===== src/rtl/fwd_hazard_unit_pkg.sv =====
// Shared definitions for the EX forwarding / load-use hazard unit:
// default widths, operand select encodings and FSM state encodings.
package fwd_hazard_unit_pkg;

  localparam int NB_REG_DEF    = 5;
  localparam int NB_MUX_FW_DEF = 2;
  localparam int NB_STATS      = 16;

  // The Execution-stage operand mux decodes these same values.
  typedef enum logic [NB_MUX_FW_DEF-1:0] {
    FROM_ID_EX  = 2'd0,
    FROM_EX_MEM = 2'd1,
    FROM_MEM_WB = 2'd2
  } fw_sel_e;

  typedef enum logic {
    ST_IDLE  = 1'b0,
    ST_STALL = 1'b1
  } hz_state_e;

endpackage


===== src/rtl/fwd_hazard_unit_fwd_select.sv =====
// Priority forwarding select for one operand: the nearest writing stage whose
// destination matches the source wins; register 0 is never forwarded.
module fwd_select
  import fwd_hazard_unit_pkg::*;
#(
  parameter int NB_REG    = NB_REG_DEF,
  parameter int N_FW      = 2,
  parameter int NB_MUX_FW = $clog2(N_FW + 1)
) (
  input  logic [NB_REG-1:0]      i_src,
  input  logic [N_FW*NB_REG-1:0] i_fw_rd,
  input  logic [N_FW-1:0]        i_fw_wr_en,
  output logic [NB_MUX_FW-1:0]   o_sel
);

  always_comb begin
    o_sel = '0;
    // Walk from the farthest stage down so the nearest match is the last write.
    for (int j = N_FW - 1; j >= 0; j--) begin
      if (i_fw_wr_en[j] && (i_fw_rd[j*NB_REG +: NB_REG] != '0) &&
          (i_fw_rd[j*NB_REG +: NB_REG] == i_src)) begin
        o_sel = NB_MUX_FW'(j + 1);
      end
    end
  end

endmodule


===== src/rtl/fwd_hazard_unit.sv =====
// EX operand forwarding for N_SRC operands over N_FW stages plus a load-use
// stall FSM inserting LD_LAT bubbles. Optional FWD_STALL_STATS_EN adds a
// saturating stall-cycle counter output.
module fwd_hazard_unit
  import fwd_hazard_unit_pkg::*;
#(
  parameter int NB_REG    = NB_REG_DEF,
  parameter int N_SRC     = 2,
  parameter int N_FW      = 2,
  parameter int NB_MUX_FW = $clog2(N_FW + 1),
  parameter int LD_LAT    = 1,
  parameter int NB_LAT    = 4
) (
  input  logic                       i_clk,
  input  logic                       i_rst,
  input  logic [N_SRC*NB_REG-1:0]    i_ex_src,
  input  logic [N_SRC*NB_REG-1:0]    i_id_src,
  input  logic [N_SRC-1:0]           i_id_src_use,
  input  logic [N_FW*NB_REG-1:0]     i_fw_rd,
  input  logic [N_FW-1:0]            i_fw_wr_en,
  input  logic [NB_REG-1:0]          i_id_ex_rd,
  input  logic                       i_id_ex_mem_rd,
  input  logic                       i_flush,
  input  logic                       i_pipe_en,
  output logic [N_SRC*NB_MUX_FW-1:0] o_mux_fw,
  output logic                       o_stall,
  output logic                       o_bubble
`ifdef FWD_STALL_STATS_EN
  ,
  output logic [NB_STATS-1:0]        o_stall_cycles
`endif
);

  localparam logic [NB_LAT-1:0] CNT_INIT = (LD_LAT > 1) ? NB_LAT'(LD_LAT - 2) : '0;

  genvar k;
  generate
    for (k = 0; k < N_SRC; k++) begin : g_fwd
      fwd_select #(
        .NB_REG   (NB_REG),
        .N_FW     (N_FW),
        .NB_MUX_FW(NB_MUX_FW)
      ) u_fwd_select (
        .i_src     (i_ex_src[k*NB_REG +: NB_REG]),
        .i_fw_rd   (i_fw_rd),
        .i_fw_wr_en(i_fw_wr_en),
        .o_sel     (o_mux_fw[k*NB_MUX_FW +: NB_MUX_FW])
      );
    end
  endgenerate

  logic      hazard;
  logic      stall_req;
  hz_state_e state_q, state_d;
  logic [NB_LAT-1:0] cnt_q, cnt_d;

  always_comb begin
    hazard = 1'b0;
    for (int s = 0; s < N_SRC; s++) begin
      if (i_id_src_use[s] && (i_id_src[s*NB_REG +: NB_REG] == i_id_ex_rd)) begin
        hazard = 1'b1;
      end
    end
    hazard = hazard && i_id_ex_mem_rd && (i_id_ex_rd != '0);
  end

  // IDLE raises the first bubble combinationally; STALL drives from the state flop.
  assign stall_req = (state_q == ST_STALL) || hazard;
  assign o_stall   = i_pipe_en && !i_flush && stall_req;
  assign o_bubble  = i_flush || (i_pipe_en && stall_req);

  always_comb begin
    state_d = state_q;
    cnt_d   = cnt_q;
    if (i_flush) begin
      state_d = ST_IDLE;
      cnt_d   = '0;
    end else if (i_pipe_en) begin
      case (state_q)
        ST_IDLE: begin
          if (hazard && (LD_LAT > 1)) begin
            state_d = ST_STALL;
            cnt_d   = CNT_INIT;
          end
        end
        ST_STALL: begin
          if (cnt_q == '0) state_d = ST_IDLE;
          else             cnt_d   = cnt_q - 1'b1;
        end
        default: begin
          state_d = ST_IDLE;
          cnt_d   = '0;
        end
      endcase
    end
  end

  always_ff @(posedge i_clk or negedge i_rst) begin
    if (!i_rst) begin
      state_q <= ST_IDLE;
      cnt_q   <= '0;
    end else begin
      state_q <= state_d;
      cnt_q   <= cnt_d;
    end
  end

`ifdef FWD_STALL_STATS_EN
  logic [NB_STATS-1:0] stall_cycles_q, stall_cycles_d;

  always_comb begin
    stall_cycles_d = stall_cycles_q;
    if (o_stall && (stall_cycles_q != {NB_STATS{1'b1}})) begin
      stall_cycles_d = stall_cycles_q + 1'b1;
    end
  end

  always_ff @(posedge i_clk or negedge i_rst) begin
    if (!i_rst) stall_cycles_q <= '0;
    else        stall_cycles_q <= stall_cycles_d;
  end

  assign o_stall_cycles = stall_cycles_q;
`endif

endmodule

===== config.mk =====
export PLATFORM = sky130hd
export DESIGN_NAME = fwd_hazard_unit
export DESIGN_NICKNAME = d
export VERILOG_FILES = /design/src/rtl/fwd_hazard_unit_pkg.sv /design/src/rtl/fwd_hazard_unit_fwd_select.sv /design/src/rtl/fwd_hazard_unit.sv
export SDC_FILE = /design/constraint.sdc
export NUM_CORES = 1
export LEC_CHECK = 0
export CAP_MARGIN = 20
export CORE_UTILIZATION = 35
export CTS_CLUSTER_SIZE = 20
export DETAILED_ROUTE_END_ITERATION = 8
export PLACE_DENSITY_LB_ADDON = 0.3
export SYNTH_ARGS = -nofsm -noshare
export SYNTH_HDL_FRONTEND = slang
export SYNTH_SLANG_ARGS = --single-unit

===== constraint.sdc =====
create_clock -name i_clk -period 4.25 [get_ports i_clk]
set_clock_uncertainty 0.2 [all_clocks]
set_input_delay 0.85 -clock i_clk [delete_from_list [all_inputs] [get_ports i_clk]]
set_output_delay 0.85 -clock i_clk [all_outputs]
set_load 0.01 [all_outputs]

==> run summary, run 1 <==
Clock latency on the worst-skew pair -> 0.24 ns
DR vias -> 769
Antenna viol nets, final -> 0
Sequential share of power -> 0.258
Hold Path Stages -> 2
Hold Startpoint -> cnt_q[3]
Starting Density -> 0.385
Status -> complete, no violations
R2R depth -> 6
Post-CTS sizing -> 0
Clock-pin slew on the worst setup and hold paths -> 0.04 ns
Hold Crit Class -> reg2reg
Headroom to the max-slew limit -> 0.686
Critical path capture point type -> output pin
Tot Pwr -> 0.185 mW
Crit Path Class -> in2out
Hold_buf cts -> 0
Post-Syn Instances -> 79
Worst EP required -> 3.20 ns
Pre-antenna DRT Iters -> 4
Top FF cell, synth -> dfrtp_1
Cts bufs inserted -> 3
NumNets Final -> 179
Layout Area Growth over Synthesis -> 79.9%
1st-iter DRT viols -> 12
Die width -> 46.3 microns
DRC violations left -> 0
Crit share post-route -> 0.944
Netlist cell types -> 23
Most frequent cells in the layout -> 49 x clkdlybuf4s50_1, 22 x xor2_1, 10 x xnor2_1, 6 x or4_1, 5 x dfrtp_1
HPWL Detailed -> 1770 microns
Power per cell area -> 150 nW/um^2
Post-synth ARST share -> 1.00
RD Place Congestion -> 0.837
RSZ-0062 raised after global routing -> false
CP cell instances -> clkdlybuf4s50_1 -> or4_1 -> o21ai_2 -> nor4_1 -> nor4_2 -> clkdlybuf4s50_1
CP Max Fanout -> 3
VDD IR max -> 0.150 mV
Syn Std Cell Area -> 686 sq um
Max Clk Rate -> 0.249 GHz
Leak Pwr -> 0.449 nW
Maximum buffer depth of the clock tree -> 2
Number of enable flip-flop cells after synthesis -> 0
Clock Sink Count -> 5
Number of buffers and inverters on the critical path -> 2
Critical Path Most Common Cell -> clkdlybuf4s50_1
Pin count of the biggest net entering global routing -> 9
Switch share -> 0.260
# setup viols final -> 0
Delay-heaviest family, CP -> buffers and inverters
Overall global routing resource usage -> 0.195
Reg2reg end -> cnt_q[1]
Cell Rows -> 15
Die area -> 2140 sq um
Root Driver -> clkbuf_4
Vert. Die Dim -> 46.3 microns
Internal Power -> 0.137 mW
Syn. warnings -> 0
CP max stage delay -> 0.56 ns
Ports -> 50
Share of layout cells above drive strength 1 -> 0.0530
CTS tree -> yes
Combinational power share -> 0.457
Final Max Tran Viols -> 0
Mean Syn Cell Area -> 8.68 sq um
Post-synthesis register bit count -> 5
Sw power -> 0.0483 mW
Seq/Total Area, Yosys -> 0.182
Worst Tran Pin Value -> 0.467 ns
First-pass GRT wire length -> 2910 microns
Clk pwr share -> 0.285
CP max stage cell -> or4_1
Worst Path Arrival -> 2.96 ns
Worst flop-to-flop path startpoint -> cnt_q[0]
Via density -> 4.90
Total Routed Length -> 1970 microns
WL/cell -> 12.5 microns
Fin Setup TNS -> 0 ns
Number of setup buffers added after CTS -> 0
Reg2Reg Setup Slack -> 2.48 ns
Crit path time final -> 4.01 ns
H-tree levels -> 1
Final Hold Fails -> 0
IO buf count -> 49
Hold worst-path end -> cnt_q[3]
Ant. Diodes -> 0
Most common cell after layout, fill and taps aside -> clkdlybuf4s50_1
Total gr overflow -> 0
Syn_nets -> 125
Vias in the first global route -> 683
Core Region -> 1780 sq um
Antenna violations before repair -> 0
Max cap viols -> 0
Startpoint Class -> primary input
[power by group through the flow]
stage               registers [mW]  logic (mW)  clock network (mW)
global route                0.0478      0.0910              0.0589
finish                      0.0478      0.0848              0.0528
global placement            0.0485      0.0834                   0
CTS                         0.0478      0.0853              0.0560
floorplan                   0.0485      0.0272                   0
detailed placement          0.0485      0.0849                   0
[metrics by stage]
| step | setup slack, ns | utilization | cell area (sq um) | std cells | hold slack, ns |
|---|---|---|---|---|---|
| floorplan | 1.21 | - | 686 | 79 | 0.318 |
| global route | 0.153 | 0.692 | 1230 | 157 | 0.407 |
| global placement | 0.282 | 0.677 | 1210 | 153 | 0.341 |
| CTS | 0.256 | 0.692 | 1230 | 157 | 0.362 |
| finish | 0.240 | 0.692 | 1230 | 157 | 0.368 |
| detailed placement | 0.257 | 0.677 | 1210 | 153 | 0.355 |
[cell usage after synthesis (all sizes together), types with 3 or more instances]
| master | count | area share |
|---|---|---|
| dfrtp | 5 | 0.18 |
| nor2 | 4 | 0.022 |
| a21oi | 3 | 0.022 |
| or4 | 6 | 0.066 |
| nor4 | 6 | 0.073 |
| xnor2 | 10 | 0.13 |
| o21ai | 5 | 0.042 |
| xor2 | 22 | 0.28 |
[worst max path at each step]
stage                              to  cells past startpoint        from
final                     o_mux_fw[1]                      6  i_fw_rd[0]
after global routing      o_mux_fw[3]                      6  i_fw_rd[0]
after CTS                 o_mux_fw[1]                      6  i_fw_rd[0]
after detailed placement  o_mux_fw[1]                      6  i_fw_rd[0]
after global placement    o_mux_fw[1]                      6  i_fw_rd[0]
after floorplan           o_mux_fw[1]                      4  i_fw_rd[0]
[logic make-up (layout without fill, tap and decap cells)]
kind of cell / after synthesis / in the layout / synth area share
buf+inv: 2 / 55 / 0.0110
xor+xnor: 32 / 32 / 0.409
compound gates: 10 / 10 / 0.0876
flops: 5 / 5 / 0.182
fa+ha+maj: 2 / 2 / 0.0365
simple gates: 27 / 27 / 0.257
mux: 1 / 1 / 0.0164
[per-layer routing]
metal	share of wire	up-vias	track usage
met3	0.030	2	0.0235
li1	-	390	-
met4	0.0056	0	0.0882
met1	0.43	354	0.223
met2	0.54	23	0.355
met5	0	-	0
[layout make-up]
type	count	area (sq um)
sequential	5	125
timing repair buffer	49	490
clock buffer	4	26.3
tap	25	31.3
inverter	2	7.51
multi-input combinational	72	553
fill	151	549
[worst register-to-register path, delay by kind of cell (launching register included)]
kind,cells,cell delay [ns]
and+or+nand+nor,3,0.61
adders and majority gates,1,0.13
buffers and inverters,1,0.09
DFF,1,0.39
muxes,1,0.29
[flip-flops by register name, summed over array words and instances, names as in the netlist]
signal   cells
state_q      1
cnt_q        4
Note: power is estimated with default switching activity, not from simulation.
==> inputs of run 2 (changes only) <==
CAP_MARGIN = default   (was 20)
CELL_PAD_IN_SITES_DETAIL_PLACEMENT = 1   (was default)
CELL_PAD_IN_SITES_GLOBAL_PLACEMENT = 1   (was default)
CORE_UTILIZATION = 25   (was 35)
==> run 2 against run 1 <==
Critical path depth did not move. Sequential cell count unchanged. Clock power grew 5.7%. Sequential share of layout area decreased by 0.051 points. Routed wire length up 11%. Worst hold slack got worse by 0.0060 ns. Non-clock buffer count stayed put. Maximum frequency down 0.49%. Sequential power is essentially flat. Power increased by 2.1%. Via count up 3.3%.
==> run summary, run 2 (same netlist as run 1, synthesis figures left out) <==
Hold Startpoint -> state_q
Crit path time final -> 4.03 ns (+0.0196 ns)
Crit Path Class -> in2out
FF/Latch Area -> 125 sq um (unchanged)
Reg2Reg Setup Slack -> 2.40 ns (-0.08 ns)
Biggest regs -> cnt_q x4, state_q x1
Largest register FFs -> 4 (unchanged)
Clock-pin slew on the worst setup and hold paths -> 0.04 ns (about the same)
Max Clk Rate -> 0.248 GHz (-0.49%)
Crit share post-route -> 0.948 (+0.00461)
Overall global routing resource usage -> 0.164 (-0.0307)
Antenna viol nets, final -> 0 (unchanged)
Worst Tran Pin Value -> 0.536 ns (+0.0694 ns)
Fin cells -> 162 (+3.2%)
Reg with most FFs -> cnt_q
Power per cell area -> 153 nW/um^2 (+1.5%)
Ports -> 50 (unchanged)
HPWL Detailed -> 1960 microns (+11%)
Fin Setup TNS -> 0 ns (unchanged)
Die width -> 54.4 microns (+18%)
Leak Pwr -> 0.449 nW (unchanged)
Final Instance Area -> 1240 sq um (+0.51%)
Total Routed Length -> 2180 microns (+11%)
Dpl ws -> 0.224 ns (-0.0325 ns)
Final Hold Fails -> 0 (unchanged)
First-pass GRT wire length -> 3410 microns (+17%)
Starting Density -> 0.269 (-0.115)
Pin count of the biggest net entering global routing -> 9 (unchanged)
Ant. Diodes -> 0 (unchanged)
Worst EP required -> 3.20 ns (about the same)
Pre-antenna DRT Iters -> 4 (unchanged)
NumNets Final -> 179 (unchanged)
Via density -> 4.90 (about the same)
RSZ-0062 raised after global routing -> false
Setup ws final -> 0.220 ns (-0.0196 ns)
Final Max Tran Viols -> 0 (unchanged)
Post-CTS sizing -> 0 (unchanged)
Core Region -> 2540 sq um (+43%)
Cell Area, Placed -> 1210 sq um (+0.52%)
Critical path capture point type -> output pin
Status -> complete, no violations
Most common cell after layout, fill and taps aside -> clkdlybuf4s50_1
Maximum buffer depth of the clock tree -> 2 (unchanged)
WL/cell -> 13.5 microns (+7.6%)
RD Place Congestion -> 0.758 (-9.4%)
Share of layout cells above drive strength 1 -> 0.0530 (unchanged)
VDD IR max -> 0.126 mV (-16%)
Total gr overflow -> 0 (unchanged)
Worst Setup SP -> i_fw_rd[3]
Worst flop-to-flop path startpoint -> cnt_q[0]
Hold Crit Class -> reg2reg
Placed cells -> 158 (+3.3%)
Cts bufs inserted -> 3 (unchanged)
IO buf count -> 49 (unchanged)
Cell Rows -> 18 (+3)
Multi-input gate area -> 553 sq um (unchanged)
DR vias -> 794 (+3.3%)
Max cap viols -> 0 (unchanged)
Die area -> 2960 sq um (+38%)
Worst Path Arrival -> 2.98 ns (+0.02 ns)
DRC violations left -> 0 (unchanged)
Clock Sink Count -> 5 (unchanged)
Tot Pwr -> 0.189 mW (+2.1%)
Clock latency on the worst-skew pair -> 0.25 ns (about the same)
Number of setup buffers added after CTS -> 0 (unchanged)
Root Driver -> clkbuf_4
1st-iter DRT viols -> 5 (-7)
Startpoint Class -> primary input
Vias in the first global route -> 790 (+16%)
Fill count -> 309 (+100%)
CP Max Fanout -> 3 (unchanged)
# setup viols final -> 0 (unchanged)
Hold_buf cts -> 0 (unchanged)
Headroom to the max-slew limit -> 0.639 (-0.0467)
Antenna violations before repair -> 0 (unchanged)
Vert. Die Dim -> 54.4 microns (+18%)
CTS tree -> yes
Layout Area Growth over Synthesis -> 80.8%
H-tree levels -> 1 (unchanged)
Most frequent cells in the layout -> 49 x clkdlybuf4s50_1, 22 x xor2_1, 10 x xnor2_1, 6 x or4_1, 5 x dfrtp_1
[run 2: cell counts in the layout (fill, tap and decap cells not counted)]
No cell type changed its count.
[run 2: layer usage]
metal  global-route usage  wire, microns  vias up
met3               0.0472            159        4
met2                0.313           1210       34
met5                    0              0        -
met1                0.170            790      365
li1                     -              -      391
met4               0.0513             17        0
[run 2: final cells by class]
| type | count | area share |
|---|---|---|
| multi-input cells | 72 | 0.446 |
| well taps | 30 | 0.0303 |
| inverters | 2 | 0.00605 |
| clock buffers | 4 | 0.0212 |
| repair buffers | 49 | 0.396 |
| flip-flops and latches | 5 | 0.101 |
[run 2: path summary, 6_finish.rpt]
check / endpoint / cells past startpoint
max: o_mux_fw[1] / 6
min: state_q / 2
max reg2reg: cnt_q[1] / 6
min reg2reg: state_q / 2
max in group asynchronous: cnt_q[0] / 1
min in group asynchronous: cnt_q[3] / 1
[run 2: critical path: stages]
cell and delay (ns):
clkdlybuf4s50_1 0.48, or4_1 0.54, o21ai_2 0.15, nor4_1 0.11
nor4_2 0.27, clkdlybuf4s50_1 0.57
[run 2: power by group]
group / internal [mW] / switching, mW / leakage [nW]
registers: 0.0478 / 0.00000000000000000853 / 0.0699
logic: 0.0540 / 0.0316 / 0.364
clock network: 0.0355 / 0.0203 / 0.0150
[run 2: through the flow]
stage / util / hold WS (ns)
2_1_floorplan: - / 0.318
3_3_place_gp: 0.477 / 0.344
3_5_place_dp: 0.477 / 0.353
4_1_cts: 0.487 / 0.363
5_1_grt: 0.487 / 0.397
6_report: 0.487 / 0.362
